`src/rtl/i2s_pkg.sv`:
```
// Shared I2S definitions: sequencing states, default word width, channel codes.
// Imported by the receiver, its lrclk edge decoder and the transmitter.
package i2s_pkg;

    typedef enum logic {
        IDLE = 1'b0,
        RECV = 1'b1
    } i2s_state_e;

    localparam int   I2S_WIDTH = 24;
    localparam logic CH_LEFT   = 1'b0;
    localparam logic CH_RIGHT  = 1'b1;

    // Channel carried by a given lrclk level.
    function automatic logic chan_of(input logic lr, input logic left_level);
        return (lr != left_level) ? CH_RIGHT : CH_LEFT;
    endfunction

endpackage

```
`src/rtl/i2s_lr_edge.sv`:
```
// Word-select history register with edge and channel decode.
// prev_lr has no reset branch: it tracks lrclk in every cycle, reset included.
module i2s_lr_edge
    import i2s_pkg::*;
#(
    parameter logic LEFT_LEVEL = 1'b0
) (
    input  logic sclk,
    input  logic lrclk,
    output logic lr_edge,
    output logic lr_ch
);

    logic prev_lr_q;
    logic prev_lr_d;

    always_comb begin
        prev_lr_d = lrclk;
    end

    always_ff @(posedge sclk) begin
        prev_lr_q <= prev_lr_d;
    end

    assign lr_edge = (lrclk != prev_lr_q);
    assign lr_ch   = chan_of(lrclk, LEFT_LEVEL);

endmodule

```
`src/rtl/i2s_receiver.sv`:
```
// I2S receiver: captures WIDTH-bit MSB-first words after each lrclk edge and
// presents per-word and stereo-pair strobes.
//
// state | meaning
// IDLE  | waiting for an lrclk edge; sdin ignored (padding)
// RECV  | shifting WIDTH bits of the current channel word
module i2s_receiver
    import i2s_pkg::*;
#(
    parameter int   WIDTH      = I2S_WIDTH,
    parameter logic LEFT_LEVEL = 1'b0
) (
    input  logic             sclk,
    input  logic             rst,
    input  logic             lrclk,
    input  logic             sdin,
    output logic [WIDTH-1:0] data_out,
    output logic             data_ch,
    output logic             data_valid,
    output logic [WIDTH-1:0] left_data,
    output logic [WIDTH-1:0] right_data,
    output logic             frame_valid,
    output logic             frame_err
);

    localparam int CW = $clog2(WIDTH);

    logic lr_edge;
    logic lr_ch;

    i2s_lr_edge #(.LEFT_LEVEL(LEFT_LEVEL)) u_lr_edge (
        .sclk    (sclk),
        .lrclk   (lrclk),
        .lr_edge (lr_edge),
        .lr_ch   (lr_ch)
    );

    i2s_state_e       state_q, state_d;
    logic [CW-1:0]    cnt_q, cnt_d;
    logic [WIDTH-1:0] shift_q, shift_d;
    logic             ch_q, ch_d;
    logic             left_seen_q, left_seen_d;
    logic [WIDTH-1:0] data_out_q, data_out_d;
    logic             data_ch_q, data_ch_d;
    logic             data_valid_q, data_valid_d;
    logic [WIDTH-1:0] left_data_q, left_data_d;
    logic [WIDTH-1:0] right_data_q, right_data_d;
    logic             frame_valid_q, frame_valid_d;
    logic             frame_err_q, frame_err_d;
    logic [WIDTH-1:0] shift_next;
    logic             start;

    always_comb begin
        state_d       = state_q;
        cnt_d         = cnt_q;
        shift_d       = shift_q;
        ch_d          = ch_q;
        left_seen_d   = left_seen_q;
        data_out_d    = data_out_q;
        data_ch_d     = data_ch_q;
        left_data_d   = left_data_q;
        right_data_d  = right_data_q;
        data_valid_d  = 1'b0;
        frame_valid_d = 1'b0;
        frame_err_d   = 1'b0;
        shift_next    = {shift_q[WIDTH-2:0], sdin};
        start         = 1'b0;

        case (state_q)
            IDLE: begin
                start = lr_edge;
            end
            RECV: begin
                shift_d = shift_next;
                cnt_d   = cnt_q - 1'b1;
                if (cnt_q == '0) begin
                    state_d      = IDLE;
                    cnt_d        = '0;
                    data_out_d   = shift_next;
                    data_ch_d    = ch_q;
                    data_valid_d = 1'b1;
                    if (ch_q == CH_LEFT) begin
                        left_data_d = shift_next;
                        left_seen_d = 1'b1;
                    end else begin
                        right_data_d = shift_next;
                        if (left_seen_q) begin
                            frame_valid_d = 1'b1;
                            left_seen_d   = 1'b0;
                        end
                    end
                    // A coincident edge is the normal back-to-back case.
                    start = lr_edge;
                end else if (lr_edge) begin
                    frame_err_d = 1'b1;
                    left_seen_d = 1'b0;
                    start       = 1'b1;
                end
            end
            default: begin
                state_d = IDLE;
            end
        endcase

        if (start) begin
            state_d = RECV;
            cnt_d   = CW'(WIDTH - 1);
            ch_d    = lr_ch;
        end
    end

    always_ff @(posedge sclk) begin
        if (rst) begin
            state_q       <= IDLE;
            cnt_q         <= '0;
            shift_q       <= '0;
            ch_q          <= CH_LEFT;
            left_seen_q   <= 1'b0;
            data_out_q    <= '0;
            data_ch_q     <= 1'b0;
            data_valid_q  <= 1'b0;
            left_data_q   <= '0;
            right_data_q  <= '0;
            frame_valid_q <= 1'b0;
            frame_err_q   <= 1'b0;
        end else begin
            state_q       <= state_d;
            cnt_q         <= cnt_d;
            shift_q       <= shift_d;
            ch_q          <= ch_d;
            left_seen_q   <= left_seen_d;
            data_out_q    <= data_out_d;
            data_ch_q     <= data_ch_d;
            data_valid_q  <= data_valid_d;
            left_data_q   <= left_data_d;
            right_data_q  <= right_data_d;
            frame_valid_q <= frame_valid_d;
            frame_err_q   <= frame_err_d;
        end
    end

    assign data_out    = data_out_q;
    assign data_ch     = data_ch_q;
    assign data_valid  = data_valid_q;
    assign left_data   = left_data_q;
    assign right_data  = right_data_q;
    assign frame_valid = frame_valid_q;
    assign frame_err   = frame_err_q;

endmodule

```
`config.mk`:
```
export PLATFORM = sky130hd
export DESIGN_NAME = i2s_receiver
export DESIGN_NICKNAME = d
export VERILOG_FILES = /design/src/rtl/i2s_pkg.sv /design/src/rtl/i2s_lr_edge.sv /design/src/rtl/i2s_receiver.sv
export SDC_FILE = /design/constraint.sdc
export NUM_CORES = 1
export LEC_CHECK = 0
export ABC_CLOCK_PERIOD_IN_PS = 2300
export CAP_MARGIN = 15
export CORE_MARGIN = 1
export CORE_UTILIZATION = 51
export CTS_CLUSTER_SIZE = 20
export DETAILED_ROUTE_END_ITERATION = 8
export MAX_ROUTING_LAYER = met4
export PLACE_DENSITY = 0.86
export SLEW_MARGIN = 5
export SYNTH_ARGS = -nofsm -noshare
export SYNTH_HDL_FRONTEND = slang
export SYNTH_SLANG_ARGS = --single-unit
```
`constraint.sdc`:
```
create_clock -name sclk -period 2.3 [get_ports sclk]
set_input_delay 0.575 -clock sclk [delete_from_list [all_inputs] [get_ports sclk]]
set_output_delay 0.575 -clock sclk [all_outputs]
set_load 0.005 [all_outputs]
```
==> run_results.csv <==
group,metric,value,unit
sta,fmax,504.1,MHz
job,max_cap_violations,0,
sta,period_share,0.8625,
floorplan,rows,32,
sta,worst_slew_pin_slew,0.5714,ns
placed_design,dpl_cell_area,0.005084,mm^2
logic_synthesis,postSynthCellCount,423,
finish,drive_gt1_frac,0.06452,
worst_setup_path,crit_family,"simple AND/OR/NAND/NOR gates",
worst_setup_path,cp_slowest_cell,"or3b_1",
sta,setup_violations,0,
global_routing,grt_pass1_wl,14920,um
pwr,clkPwrFrac,0.361,
logic_synthesis,syn_avg_cell_area,9.927,um^2
floorplan,io_pins,80,
logic_synthesis,ys_top_cells_by_area,"dfxtp_1 (51%), mux2i_1 (17%), nand2b_1 (11%)",
finish,nNetsFinal,496,
logic_synthesis,synthXorXnorAreaFrac,0.004172,
pwr,comb_power_share,0.083,
floorplan,die_w,92.74,um
cts,cts_buffers,9,
logic_synthesis,synth_top_area_frac,0.5149,
logic_synthesis,syn-num-nets,428,
logic_synthesis,synth-compound-area-share,0.07747,
global_routing,antenna_found_initial,0,
cts,cts_setup_buffers,0,
worst_setup_path,crit_fanout,24,
floorplan,core,0.007848,mm^2
cts,hold_buffers,0,
sta,skew,0.01337,ns
sta,rsz0062_at_grt,"no",
cts,cts_sinks,108,
worst_setup_path,required,2.59,ns
finish,seq_area,0.002162,mm^2
sta,slew_headroom,0.6191,
detailed_routing,via_count,3176,
outcome,run_status,"complete, no violations",
min_path,hold_path.class,"reg -> reg",
finish,area_growth_syn_to_layout,26.31,%
floorplan,die_y,92.74,um
detailed_routing,ant_nets,0,
finish,final_cell_mix,"dfxtp_1 (108), clkdlybuf4s50_1 (78), nand2b_1 (73), mux2i_1 (71)",
cts,cts_tree,"done",
logic_synthesis,yosys.area.top_type,"dfxtp_1",
detailed_routing,vias_per_cell,5.311,
logic_synthesis,synthSimpleGateAreaFrac,0.1886,
pwr,peakVddDrop,0.4679,mV
worst_setup_path,crit_arrival,2.28,ns
global_routing,gr-usage-all-layers,0.2239,
worst_setup_path,worst_setup_path_start_kind,"register",
worst_setup_path,rr_worst_depth,6,
detailed_routing,routedWlPerCell,15.19,um
worst_setup_path,critical_path_buf_inv_count,2,
worst_setup_path,max_stage_delay,0.56,ns
detailed_routing,drc,0,
sta,tns,0,ns
pwr,switching_share,0.2414,
sta,slew_viol_final,0,
finish,multi_input_area,0.001863,mm^2
global_routing,first_global_vias,3032,
finish,layout.cells.most_common,"dfxtp_1",
worst_setup_path,setup.worst_path.end_class,"register",
pwr,pwr_density_cell,647.0,mW/mm^2
logic_synthesis,synth_seq_cells,108,
sta,final.min_clock_period,1.984,ns
global_routing,grt_max_degree,77,
logic_synthesis,synth_top_family_by_area,"simple AND/OR/NAND/NOR gates",
logic_synthesis,synth_warnings,0,
detailed_routing,dr.first_iter.drc_count,170,
placed_design,dp_hpwl,6184,um
worst_setup_path,critPathKind,"reg -> reg",
pwr,power.internal,0.002603,W
pwr,finalPower,0.003432,W
pwr,p_sw,0.0008284,W
logic_synthesis,synth_seq_area_share,0.5149,
global_routing,overflow,0,
placed_design,port_buffers,79,
pwr,seq_power_share,0.556,
worst_setup_path,timing.critical_path.depth,6,
finish,diodes,0,
pwr,static-leakage-power,1.943,nW
finish,stdcell_count,598,
cts,cts.clk_slew.worst_paths,0.10,ns
cts,cts_resized,0,
logic_synthesis,synthesis.area,0.004199,mm^2
worst_setup_path,cp_cell_sequence,"inv_1, ha_1, or3b_1, nor3_4, buf_12, mux2i_1",
min_path,hold_depth,2,
placed_design,gp_congestion,0.8370,
cts,cts-root-buf,"clkbuf_8",
logic_synthesis,synthAdderAreaFrac,0.002980,
floorplan,die-area,0.008601,mm^2
logic_synthesis,synth_mux_area_frac,0.1692,
detailed_routing,dr.pass1.iters,4,
logic_synthesis,synth.distinct_cells,27,
finish,fin_area,0.005304,mm^2
sta,hold_viol,0,
floorplan,start_util,0.5351,
cts,cts_buffer_depth,2,
cts,insertion_delay,0.37,ns
finish,fillerInstances,631,
detailed_routing,drt_wl_total,9084,um
cts,htree_levels,3,
placed_design,place_inst,582,
## layer usage
metal	wire length, um	GRT usage	vias to the layer above	share of wire
met5	0	-	-	0
met4	118	0.07692	0	0.013
met3	291	0.02299	8	0.032
met2	4235	0.3586	74	0.47
met1	4438	0.2969	1531	0.49
li1	-	-	1563	-
## worst min-delay path: cells and delay by family, from the launching register on
kind	cells	cell delay, ns
DFF	1	0.32
muxes	1	0.06
and+or+nand+nor	1	0.06
## state kept, by name (all words and copies together) (netlist names), 5 cells and up
register,flops
data_out,24
cnt_q,5
left_data,24
right_data,24
shift_q,23
## stage by stage
stage,utilization,hold WS [ns],worst slack (ns)
detailed placement,0.6478,0.4604,0.3539
floorplan,-,0.4522,0.5097
CTS,0.6759,0.4788,0.3116
finish,0.6759,0.4788,0.3162
global placement,0.6478,0.4598,0.4796
global route,0.6759,0.5003,0.1536
## final cells by class
class                   instances  share of cell area
flip-flops and latches        108              0.4076
multi-input cells             277              0.3513
well taps                     102             0.02406
inverters                       4            0.002831
clock buffers                  12             0.03114
repair buffers                 91              0.1727
clock inverters                 4             0.01038
## cells in the mapped netlist
cell	n
a21oi_1	29
nand2b_1	73
nand2_1	5
clkbuf_1	25
nor3b_1	1
buf_6	1
dfxtp_1	108
ha_1	1
buf_1	1
mux2i_1	71
buf_2	5
o21ai_0	29
a31oi_1	3
buf_8	2
o211ai_1	1
o221ai_1	1
nor3b_2	1
nor3_1	2
or3_1	2
or3b_1	1
xnor2_1	2
inv_1	4
nand3_1	25
nor2b_1	2
nor3_4	1
nor2_1	25
nor4b_1	2
## power by group through the flow
| stage | logic [W] | clock network [W] | registers (W) |
|---|---|---|---|
| 2_1_floorplan | 0.000215 | 0 | 0.00195 |
| 3_3_place_gp | 0.000273 | 0 | 0.00195 |
| 3_5_place_dp | 0.000281 | 0 | 0.00195 |
| 4_1_cts | 0.000285 | 0.00124 | 0.00191 |
| 5_1_grt | 0.000311 | 0.00132 | 0.00191 |
| 6_report | 0.000286 | 0.00124 | 0.00191 |
## final timing paths
kind | start | end | slack, ns
worst min-delay path | right_data[2]$_SDFFE_PP0P_ | right_data[2]$_SDFFE_PP0P_ | 0.48
worst min register to register | right_data[2]$_SDFFE_PP0P_ | right_data[2]$_SDFFE_PP0P_ | 0.48
worst max register to register | cnt_q[0]$_SDFFE_PP0P_ | left_data[0]$_SDFFE_PP0P_ | 0.32
worst max-delay path | cnt_q[0]$_SDFFE_PP0P_ | left_data[0]$_SDFFE_PP0P_ | 0.32
## logic make-up (layout without fill, tap and decap cells)
family / after synthesis / in the layout
flip-flops: 108 / 108
adder cells (fa/ha/maj): 1 / 1
buffers and inverters: 38 / 111
AO/OA/AOI/OAI: 63 / 63
multiplexers: 71 / 71
XOR/XNOR: 2 / 2
AND/OR/NAND/NOR: 140 / 140
No activity file was read; power rests on OpenSTA's default activity.
